## src/rtl/split_scan_pkg.sv

```systemverilog
// Shared types and LFSR helpers for the split checker scan sequencer.
package split_scan_pkg;

  typedef enum logic [1:0] {IDLE, LOAD, EVAL, DONE} scan_state_t;

  localparam int MAX_CAND_W = 185;

  localparam logic [MAX_CAND_W-1:0] TAP_MASK_185 = (MAX_CAND_W'(1) << 184) | (MAX_CAND_W'(1) << 160);
  localparam logic [MAX_CAND_W-1:0] TAP_MASK_16  = MAX_CAND_W'(16'hB400);

  // Unsupported widths fall back to a single top tap so the LFSR still cycles.
  function automatic logic [MAX_CAND_W-1:0] tap_mask(input int width);
    case (width)
      185:     tap_mask = TAP_MASK_185;
      16:      tap_mask = TAP_MASK_16;
      default: tap_mask = MAX_CAND_W'(1) << (width - 1);
    endcase
  endfunction

  function automatic logic [MAX_CAND_W-1:0] lfsr_next(input logic [MAX_CAND_W-1:0] cur,
                                                     input logic [MAX_CAND_W-1:0] mask);
    lfsr_next = (cur >> 1) ^ (cur[0] ? mask : '0);
  endfunction

endpackage

```

## src/rtl/split_scan_lfsr.sv

```systemverilog
// Candidate register: loads a nonzero seed, steps a Galois LFSR, or holds.
module split_scan_lfsr
  import split_scan_pkg::*;
#(
  parameter int CAND_W = 185
) (
  input  logic              clk,
  input  logic              rst,
  input  logic              load,
  input  logic              step,
  input  logic [CAND_W-1:0] seed,
  output logic [CAND_W-1:0] cand
);

  localparam logic [MAX_CAND_W-1:0] TAP_FULL = tap_mask(CAND_W);

  logic [CAND_W-1:0]     cand_q, cand_d;
  logic [MAX_CAND_W-1:0] cand_ext;

  always_comb begin
    cand_ext = MAX_CAND_W'(cand_q);
    cand_d   = cand_q;
    if (load)
      cand_d = (seed == '0) ? CAND_W'(1) : seed;
    else if (step)
      cand_d = CAND_W'(lfsr_next(cand_ext, TAP_FULL));
  end

  always_ff @(posedge clk) begin
    if (rst)
      cand_q <= '0;
    else
      cand_q <= cand_d;
  end

  assign cand = cand_q;

endmodule

```

## src/rtl/split_scan_ctrl.sv

```systemverilog
// Scan sequencer: walks LFSR candidates until all split checkers accept, the try
// budget runs out, or abort. Define SPLIT_SCAN_STATS_EN to add per-split fail counters.
module split_scan_ctrl
  import split_scan_pkg::*;
#(
  parameter int NUM_SPLITS = 4,
  parameter int CAND_W     = 185,
  parameter int MAX_TRIES  = 1024,
  parameter int TRY_W      = $clog2(MAX_TRIES + 1)
) (
  input  logic                  clk,
  input  logic                  rst,
  input  logic                  start,
  input  logic [CAND_W-1:0]     seed,
  input  logic                  abort,
  output logic [CAND_W-1:0]     cand,
  input  logic [NUM_SPLITS-1:0] split_ok,
  output logic                  busy,
  output logic                  result_valid,
  input  logic                  result_ready,
  output logic                  found,
  output logic [CAND_W-1:0]     solution,
`ifdef SPLIT_SCAN_STATS_EN
  output logic [NUM_SPLITS-1:0][TRY_W-1:0] fail_cnt,
`endif
  output logic [TRY_W-1:0]      tries
);

  scan_state_t       state_q, state_d;
  logic [CAND_W-1:0] seed_q, seed_d;
  logic [CAND_W-1:0] solution_q, solution_d;
  logic [TRY_W-1:0]  tries_q, tries_d;
  logic              busy_q, busy_d;
  logic              valid_q, valid_d;
  logic              found_q, found_d;
  logic              lfsr_load, lfsr_step;
  logic              hit;

  assign hit = &split_ok;

  split_scan_lfsr #(.CAND_W(CAND_W)) u_lfsr (
    .clk  (clk),
    .rst  (rst),
    .load (lfsr_load),
    .step (lfsr_step),
    .seed (seed_q),
    .cand (cand)
  );

  // Termination priority in EVAL: abort, then hit, then budget exhaustion.
  always_comb begin
    state_d    = state_q;
    seed_d     = seed_q;
    solution_d = solution_q;
    tries_d    = tries_q;
    busy_d     = busy_q;
    valid_d    = valid_q;
    found_d    = found_q;
    lfsr_load  = 1'b0;
    lfsr_step  = 1'b0;
    case (state_q)
      IDLE: begin
        if (start) begin
          seed_d  = seed;
          busy_d  = 1'b1;
          state_d = LOAD;
        end
      end
      LOAD: begin
        lfsr_load  = 1'b1;
        tries_d    = '0;
        found_d    = 1'b0;
        solution_d = '0;
        state_d    = EVAL;
      end
      EVAL: begin
        if (abort || hit || tries_q == TRY_W'(MAX_TRIES - 1)) begin
          busy_d  = 1'b0;
          valid_d = 1'b1;
          state_d = DONE;
        end
        if (abort) begin
          found_d = 1'b0;
        end else if (hit) begin
          solution_d = cand;
          found_d    = 1'b1;
        end else if (tries_q == TRY_W'(MAX_TRIES - 1)) begin
          tries_d = TRY_W'(MAX_TRIES);
        end else begin
          lfsr_step = 1'b1;
          tries_d   = tries_q + 1'b1;
        end
      end
      DONE: begin
        if (result_ready) begin
          valid_d = 1'b0;
          state_d = IDLE;
        end
      end
      default: state_d = IDLE;
    endcase
  end

  always_ff @(posedge clk) begin
    if (rst) begin
      state_q    <= IDLE;
      seed_q     <= '0;
      solution_q <= '0;
      tries_q    <= '0;
      busy_q     <= 1'b0;
      valid_q    <= 1'b0;
      found_q    <= 1'b0;
    end else begin
      state_q    <= state_d;
      seed_q     <= seed_d;
      solution_q <= solution_d;
      tries_q    <= tries_d;
      busy_q     <= busy_d;
      valid_q    <= valid_d;
      found_q    <= found_d;
    end
  end

  assign busy         = busy_q;
  assign result_valid = valid_q;
  assign found        = found_q;
  assign solution     = solution_q;
  assign tries        = tries_q;

`ifdef SPLIT_SCAN_STATS_EN
  logic [NUM_SPLITS-1:0][TRY_W-1:0] fail_cnt_q, fail_cnt_d;

  // A cycle that ends on abort is not counted as a checked candidate.
  always_comb begin
    fail_cnt_d = fail_cnt_q;
    if (state_q == LOAD) begin
      fail_cnt_d = '0;
    end else if (state_q == EVAL && !abort) begin
      for (int i = 0; i < NUM_SPLITS; i++)
        if (!split_ok[i])
          fail_cnt_d[i] = fail_cnt_q[i] + 1'b1;
    end
  end

  always_ff @(posedge clk) begin
    if (rst)
      fail_cnt_q <= '0;
    else
      fail_cnt_q <= fail_cnt_d;
  end

  assign fail_cnt = fail_cnt_q;
`endif

endmodule

```

## config.mk

```make
export PLATFORM = sky130hd
export DESIGN_NAME = split_scan_ctrl
export DESIGN_NICKNAME = d
export VERILOG_FILES = /design/src/rtl/split_scan_pkg.sv /design/src/rtl/split_scan_lfsr.sv /design/src/rtl/split_scan_ctrl.sv
export SDC_FILE = /design/constraint.sdc
export NUM_CORES = 1
export LEC_CHECK = 0
export BUFFER_PORTS_ARGS = -buffer_cell sky130_fd_sc_hd__buf_2
export CAP_MARGIN = 5
export CORE_AREA = 2 2 223 225
export DETAILED_ROUTE_END_ITERATION = 7
export DIE_AREA = 0 0 225 227
export PLACE_DENSITY = 0.76
export REMOVE_ABC_BUFFERS = 1
export SYNTH_ARGS = -nofsm -noshare
export SYNTH_HDL_FRONTEND = slang
export SYNTH_HIERARCHICAL = 1
export SYNTH_SLANG_ARGS = --single-unit
```

## constraint.sdc

```tcl
create_clock -name clk -period 2.98 [get_ports clk]
set_clock_uncertainty 0.05 [all_clocks]
set_input_delay 0 -clock clk [delete_from_list [all_inputs] [get_ports clk]]
set_output_delay 0 -clock clk [all_outputs]
set_load 0.05 [all_outputs]
```

=== Word-level counts from Yosys, hierarchy flattened ===
Cells that the tools add are included.

* Add/subtract/negate cells: 1
* Multipliers: 0
* Div/mod/pow operators: 0
* Order comparisons: 0
* Eq/ne operators: 11
* Shifts and indexed selects: 0
* Mux-type cells: 29
* Bitwise gates (word level): 1
* Reduce and logical (&&, ||, !) cells: 16

{| class="wikitable"
|+ Operators with widths
! operator !! count
|-
| $mux 185 || 6
|-
| $pmux 185 s2 || 1
|-
| $logic_not 185->1 || 1
|-
| $xor 184x185->185 || 1
|-
| $mux 11 || 3
|-
| $pmux 11 s2 || 1
|-
| $reduce_and 3->1 || 5
|-
| $ne 2x2->1 const B || 6
|-
| $add 11x1->11 const B || 1
|-
| $eq 11x10->1 const B || 1
|-
| $mux 1 || 11
|-
| $pmux 2 s4 || 1
|-
| $reduce_bool 2->1 || 4
|-
| $mux 2 || 3
|-
| $pmux 1 s2 || 3
|-
| $eq 2x2->1 const B || 2
|-
| $reduce_and 2->1 || 2
|-
| $reduce_and 4->1 || 1
|-
| $ne 3x3->1 const B || 1
|-
| $eq 2x1->1 const B || 1
|-
| $logic_not 2->1 || 1
|-
| $logic_or 1x1->1 || 2
|}

* Flip-flop bits (word level): 571
* Bits in latches: 0
* RAM bits: 0
* ROM bits: 0
* Input bits: 194
* Output and inout port bits: 384
* Logic and storage cells: 66
* Memories: 0

=== Logic depth before layout (Yosys ltp) ===
* Depth after elaboration: 7
* Gate-level depth with buffers: 13
* Gate-level depth less buffers: 10

=== By module ===
Netlist, hierarchy kept.

{| class="wikitable"
|+ By module, submodules not included
! module !! times used !! cells each !! area an instance (um^2) !! seq. area each (um^2)
|-
| split_scan_ctrl || 1 || 1734 || 13810.7 || 7727.4
|-
| split_scan_lfsr || 1 || 1072 || 8777.2 || 3703.6
|}

=== Worst setup path before layout ===
Ideal clock, no wire load.

* Kind: reg-to-reg
* From: register tries_q[0], in the netlist tries[0]
* To: register u_lfsr.cand_q[49], in the netlist u_lfsr/cand[49]
* Setup time: 128 ps
* Arrival time: 2573 ps
* Required time: 2802 ps
* Setup slack: 229 ps
* Cell stages (with the launch flop): 13
* Buffers on the path: 3
* Clock period less this slack: 2751 ps
* Cells stage by stage: dfxtp_1 -> ha_1 -> nand3_1 -> or4_1 -> nand2_1 -> inv_1 -> buf_4 -> buf_8 -> buf_6 -> mux2i_1 -> nor2_1 -> a21oi_1 -> nor2_1

* Longest elaborated chain between the ends: 6

{| class="wikitable"
|+ Ends and longest elaborated chain
! item !! RTL line !! RTL
|-
| start, declared || split_scan_ctrl.sv:32 || <nowiki>logic [TRY_W-1:0] tries_q, tries_d;</nowiki>
|-
| start signal, assigned || split_scan_ctrl.sv:117 || <nowiki>tries_q <= tries_d;</nowiki>
|-
| $eq 11x10->1 || split_scan_ctrl.sv:87 || <nowiki>end else if (tries_q == TRY_W'(MAX_TRIES - 1)) begin</nowiki>
|-
| $mux 1 || split_scan_ctrl.sv:87 ||
|-
| $mux 1 || split_scan_ctrl.sv:84 || <nowiki>end else if (hit) begin</nowiki>
|-
| $mux 1 || split_scan_ctrl.sv:82 || <nowiki>if (abort) begin</nowiki>
|-
| $mux 1 || split_scan_ctrl.sv:61 || <nowiki>case (state_q)</nowiki>
|-
| named net lfsr_step || split_scan_ctrl.sv:36 || <nowiki>logic lfsr_load, lfsr_step;</nowiki>
|-
| $reduce_bool 2->1 (no source line) || n/a ||
|-
| end signal, assigned || split_scan_lfsr.sv:33 || <nowiki>cand_q <= cand_d;</nowiki>
|-
| end, declared || split_scan_lfsr.sv:17 || <nowiki>logic [CAND_W-1:0] cand_q, cand_d;</nowiki>
|}

The timed path passes the listed nets, and every way through them passes these cells.
A chain may end at the register's enable or synchronous reset.

=== Worst setup path in the final report ===
* From: register state_q[0]
* To: register u_lfsr.cand_q[86], in the netlist u_lfsr/cand[86]

* Longest elaborated chain between the ends: 3
* Elaborated cells on any way between the ends: 6
* Those cells by class: eq/ne (2); mux (3); reduce/logical (1)

{| class="wikitable"
|+ Ends and longest elaborated chain
! item !! RTL line !! RTL
|-
| start, declared || split_scan_ctrl.sv:29 || <nowiki>scan_state_t state_q, state_d;</nowiki>
|-
| start signal, assigned || split_scan_ctrl.sv:114 || <nowiki>state_q <= state_d;</nowiki>
|-
| $eq 2x2->1 || split_scan_ctrl.sv:61 ||
|-
| $mux 1 || split_scan_ctrl.sv:61 ||
|-
| named net lfsr_step || split_scan_ctrl.sv:36 ||
|-
| $reduce_bool 2->1 (no source line) || n/a ||
|}

The timed path passes the listed nets, and every way through them passes these cells.

==> results.yml <==
logic_synthesis:
  synth_seq_cells: 571
  ys.flop_type: "dfxtp_1"
  ys_types: 40
  async_reset_ff_share_pct: 0
  synth_edf_count: 0
  avgSynthCellArea_um2: 8.05
  syn_area_mm2: 0.0226
  yosysWarnings: 6
  synthCells: 2806
  synth-seq-area-share_pct: 50.6
placed_design:
  gp_congestion: 0.844
  hpwl_mm: 50.1
  place.port_buffers: 577
  dp_cells: 3829
grt:
  grt_use_total_pct: 28.5
  antenna_found_initial: 6
  grt_max_degree: 198
  grt_pass1_wl_mm: 116
  grt-ovfl-total: 0
  first_global_vias: 20921
worst_setup_path:
  rr_endpoint: "u_lfsr/cand[86]"
  r2r_slack_ns: 0.24
  critPathArrivalTime_ns: 3.16
  required_ns: 3.40
  r2r_start: "state_q[0]"
  reg2reg_depth: 11
  crit_start: "state_q[0]"
  path_class: "reg -> reg"
  endpoint_kind: "flip-flop"
  cp-start-kind: "flip-flop"
  worstPathMaxFanout: 33
route:
  first_pass_iters: 5
  drtIter0Drc: 2211
  routedWlPerCell_um: 18.4
  routed_wl_mm: 77.0
  drc: 0
  avgViaCountPerCell: 5.46
  detail-route-antenna-nets: 0
  dr_total_vias: 22832
clocking:
  cts_tree: "yes"
  cts.clk_slew.worst_paths_ns: 0.07
  root_buffer: "clkbuf_16"
  htreeDepth: 2
  cts_sinks: 571
  cts_buffer_depth: 3
  clk-insertion-delay-late_ns: 0.59
  cts_setup_buffers: 0
  cts_buffers: 56
min_path:
  min_to: "seed_q[117]"
  min_path_type: "in -> reg"
  hp-start: "seed[117]"
  holdPathStages: 4
floorplan:
  die-height_um: 227
  fp.dieW_um: 225
  initial_utilization_pct: 46.5
  rows: 81
  pin_count: 578
  die_area_mm2: 0.0511
  core_mm2: 0.0485
final_layout:
  area_growth_pct: 33.8
  final_cells: 4178
  drive_gt1_share_pct: 20.6
  fin_nets: 3707
sta:
  tightest_slew_ns: 0.898
  rsz0062_at_grt: "false"
  finalSetupTns_ns: 0
  slew_violations: 0
  layout_worst_path_cycle_share_pct: 92.0
  slew_headroom_pct: 40.1
  fin_crit_ns: 2.74
  hold_viol_final: 0
  fmax_mhz: 365
  setup-violations-final: 0
pwr:
  peakVddDrop_v: 0.000501
  design_power_total_mw: 22.2
  power_leakage_nw: 12.5
  power.density_mw_per_mm2: 735
run_status:
  status: "finished, final reports clean"
job:
  maxCapViolCount: 0
==> what timing repair did <==
action | 4_1_cts | 5_1_grt
hold buffers | 243 | 0
setup endpoints to repair | 0 | 3
endpoints found under the hold margin | 240 | 0
resized for setup | 0 | 2
==> cells in the final DEF (no fill, tap or decap), types with 3 or more instances in the layout <==
| cell type | count |
|---|---|
| o21ai_0 | 5 |
| clkbuf_1 | 10 |
| buf_4 | 29 |
| buf_12 | 24 |
| nor2_1 | 371 |
| nor2b_1 | 3 |
| inv_1 | 7 |
| clkbuf_16 | 57 |
| diode_2 | 6 |
| clkbuf_8 | 15 |
| bufinv_16 | 5 |
| nor3_1 | 3 |
| or3_1 | 3 |
| ha_1 | 4 |
| o31ai_1 | 3 |
| nand2_1 | 564 |
| a31oi_1 | 3 |
| nor4_1 | 48 |
| nand4_1 | 17 |
| dfxtp_1 | 571 |
| a21oi_1 | 563 |
| nand3_1 | 190 |
| nand2b_1 | 5 |
| a211oi_1 | 3 |
| or4_1 | 6 |
| buf_2 | 576 |
| clkinv_2 | 12 |
| mux2i_1 | 185 |
| dlygate4sd3_1 | 243 |
==> final cells by class <==
| cell class | instances | area (um2) |
|---|---|---|
| inverter | 8 | 56.3 |
| antenna | 6 | 15.0 |
| multi-input combinational | 1998 | 10000 |
| clock inverter | 18 | 196 |
| sequential | 571 | 11400 |
| tap | 622 | 778 |
| clock buffer | 82 | 1670 |
| timing repair buffer | 873 | 6030 |
| fill | 3962 | 18300 |
==> how the worst max path moves through the flow <==
stage                                   to  slack, ns  cells past startpoint
after floorplan                      found     -11.14                      5
after global placement    u_lfsr/cand[163]       0.34                     11
after detailed placement  u_lfsr/cand[133]       0.24                     11
after CTS                  u_lfsr/cand[86]       0.21                     11
after global routing       u_lfsr/cand[10]       0.03                     11
final                      u_lfsr/cand[86]       0.24                     11
==> routing by layer <==
layer	wire length [um]	vias to the layer above	share of wire (%)	track usage [%]
met5	0	-	0	0
met4	2850	0	3.7	11.7
met3	6700	166	8.7	5.68
met2	36900	1061	48	48.1
met1	30600	10751	40	35.7
li1	-	10854	-	-
==> worst max-delay path, cell delays in order (launching register included) <==
cell       delay [ns]
dfxtp_1          0.35
inv_1            0.12
ha_1             0.33
and2b_2          0.26
and2_1           0.21
nand2_1          0.12
bufinv_16        0.35
buf_4            0.26
mux2i_1          0.27
nor2_1           0.08
a21oi_1          0.16
nor2_1           0.05
==> synth_stat cells (all sizes together), types with 2 or more instances <==
library cell  instances  area share, %
ha                    5           0.28
nand2               566            9.4
a21oi               563             12
nor2                372            6.2
or4                   6           0.20
inv                   8           0.13
dfxtp               571             51
a211oi                3           0.10
nand3               190            4.2
o21ai                 5           0.11
nand2b                7           0.19
buf                 129            3.3
a31oi                 3          0.083
clkbuf              100            1.7
nor2b                 3          0.083
xnor2                 2          0.078
mux2i               185            8.2
nor4                 49            1.4
nor3                  3          0.066
or3                   3          0.083
and2                  2          0.055
nand4                17           0.47
o31ai                 3           0.10
==> flip-flops by register name, indices dropped and copies added, names as in the netlist <==
name,count
seed_q,185
result_valid,1
tries,11
solution,185
found,1
busy,1
state_q,2
u_lfsr/cand,185
==> metrics by stage <==
| stage | util, % | cell area, um2 | hold slack [ns] | worst slack, ns |
|---|---|---|---|---|
| 4_1_cts | 62.2 | 30200 | 0.0983 | 0.207 |
| 3_5_place_dp | 53.3 | 25900 | 0.195 | 0.242 |
| 6_report | 62.2 | 30200 | 0.142 | 0.237 |
| 3_3_place_gp | 53.3 | 25900 | 0.192 | 0.339 |
| 2_1_floorplan | - | 21500 | 0.0191 | -11.14 |
| 5_1_grt | 62.2 | 30200 | 0.142 | 0.0283 |
==> where the power goes <==
| part | internal [mW] | switching [mW] |
|---|---|---|
| sequential | 8.42 | 0.879 |
| combinational | 1.80 | 3.87 |
| clock | 4.21 | 3.02 |
| total | 14.4 | 7.77 |
==> kinds of logic (layout without fill, tap and decap cells) <==
family | after synthesis | count (layout) | share of synthesized area [%]
fa+ha+maj | 5 | 5 | 0.277
mux | 185 | 185 | 8.20
xor+xnor | 3 | 3 | 0.116
compound gates | 583 | 583 | 13.2
simple gates | 1222 | 1222 | 22.5
buf+inv | 237 | 981 | 5.13
flops | 571 | 571 | 50.6
other cells | 0 | 6 | 0
(Power assumes the default switching activity.)
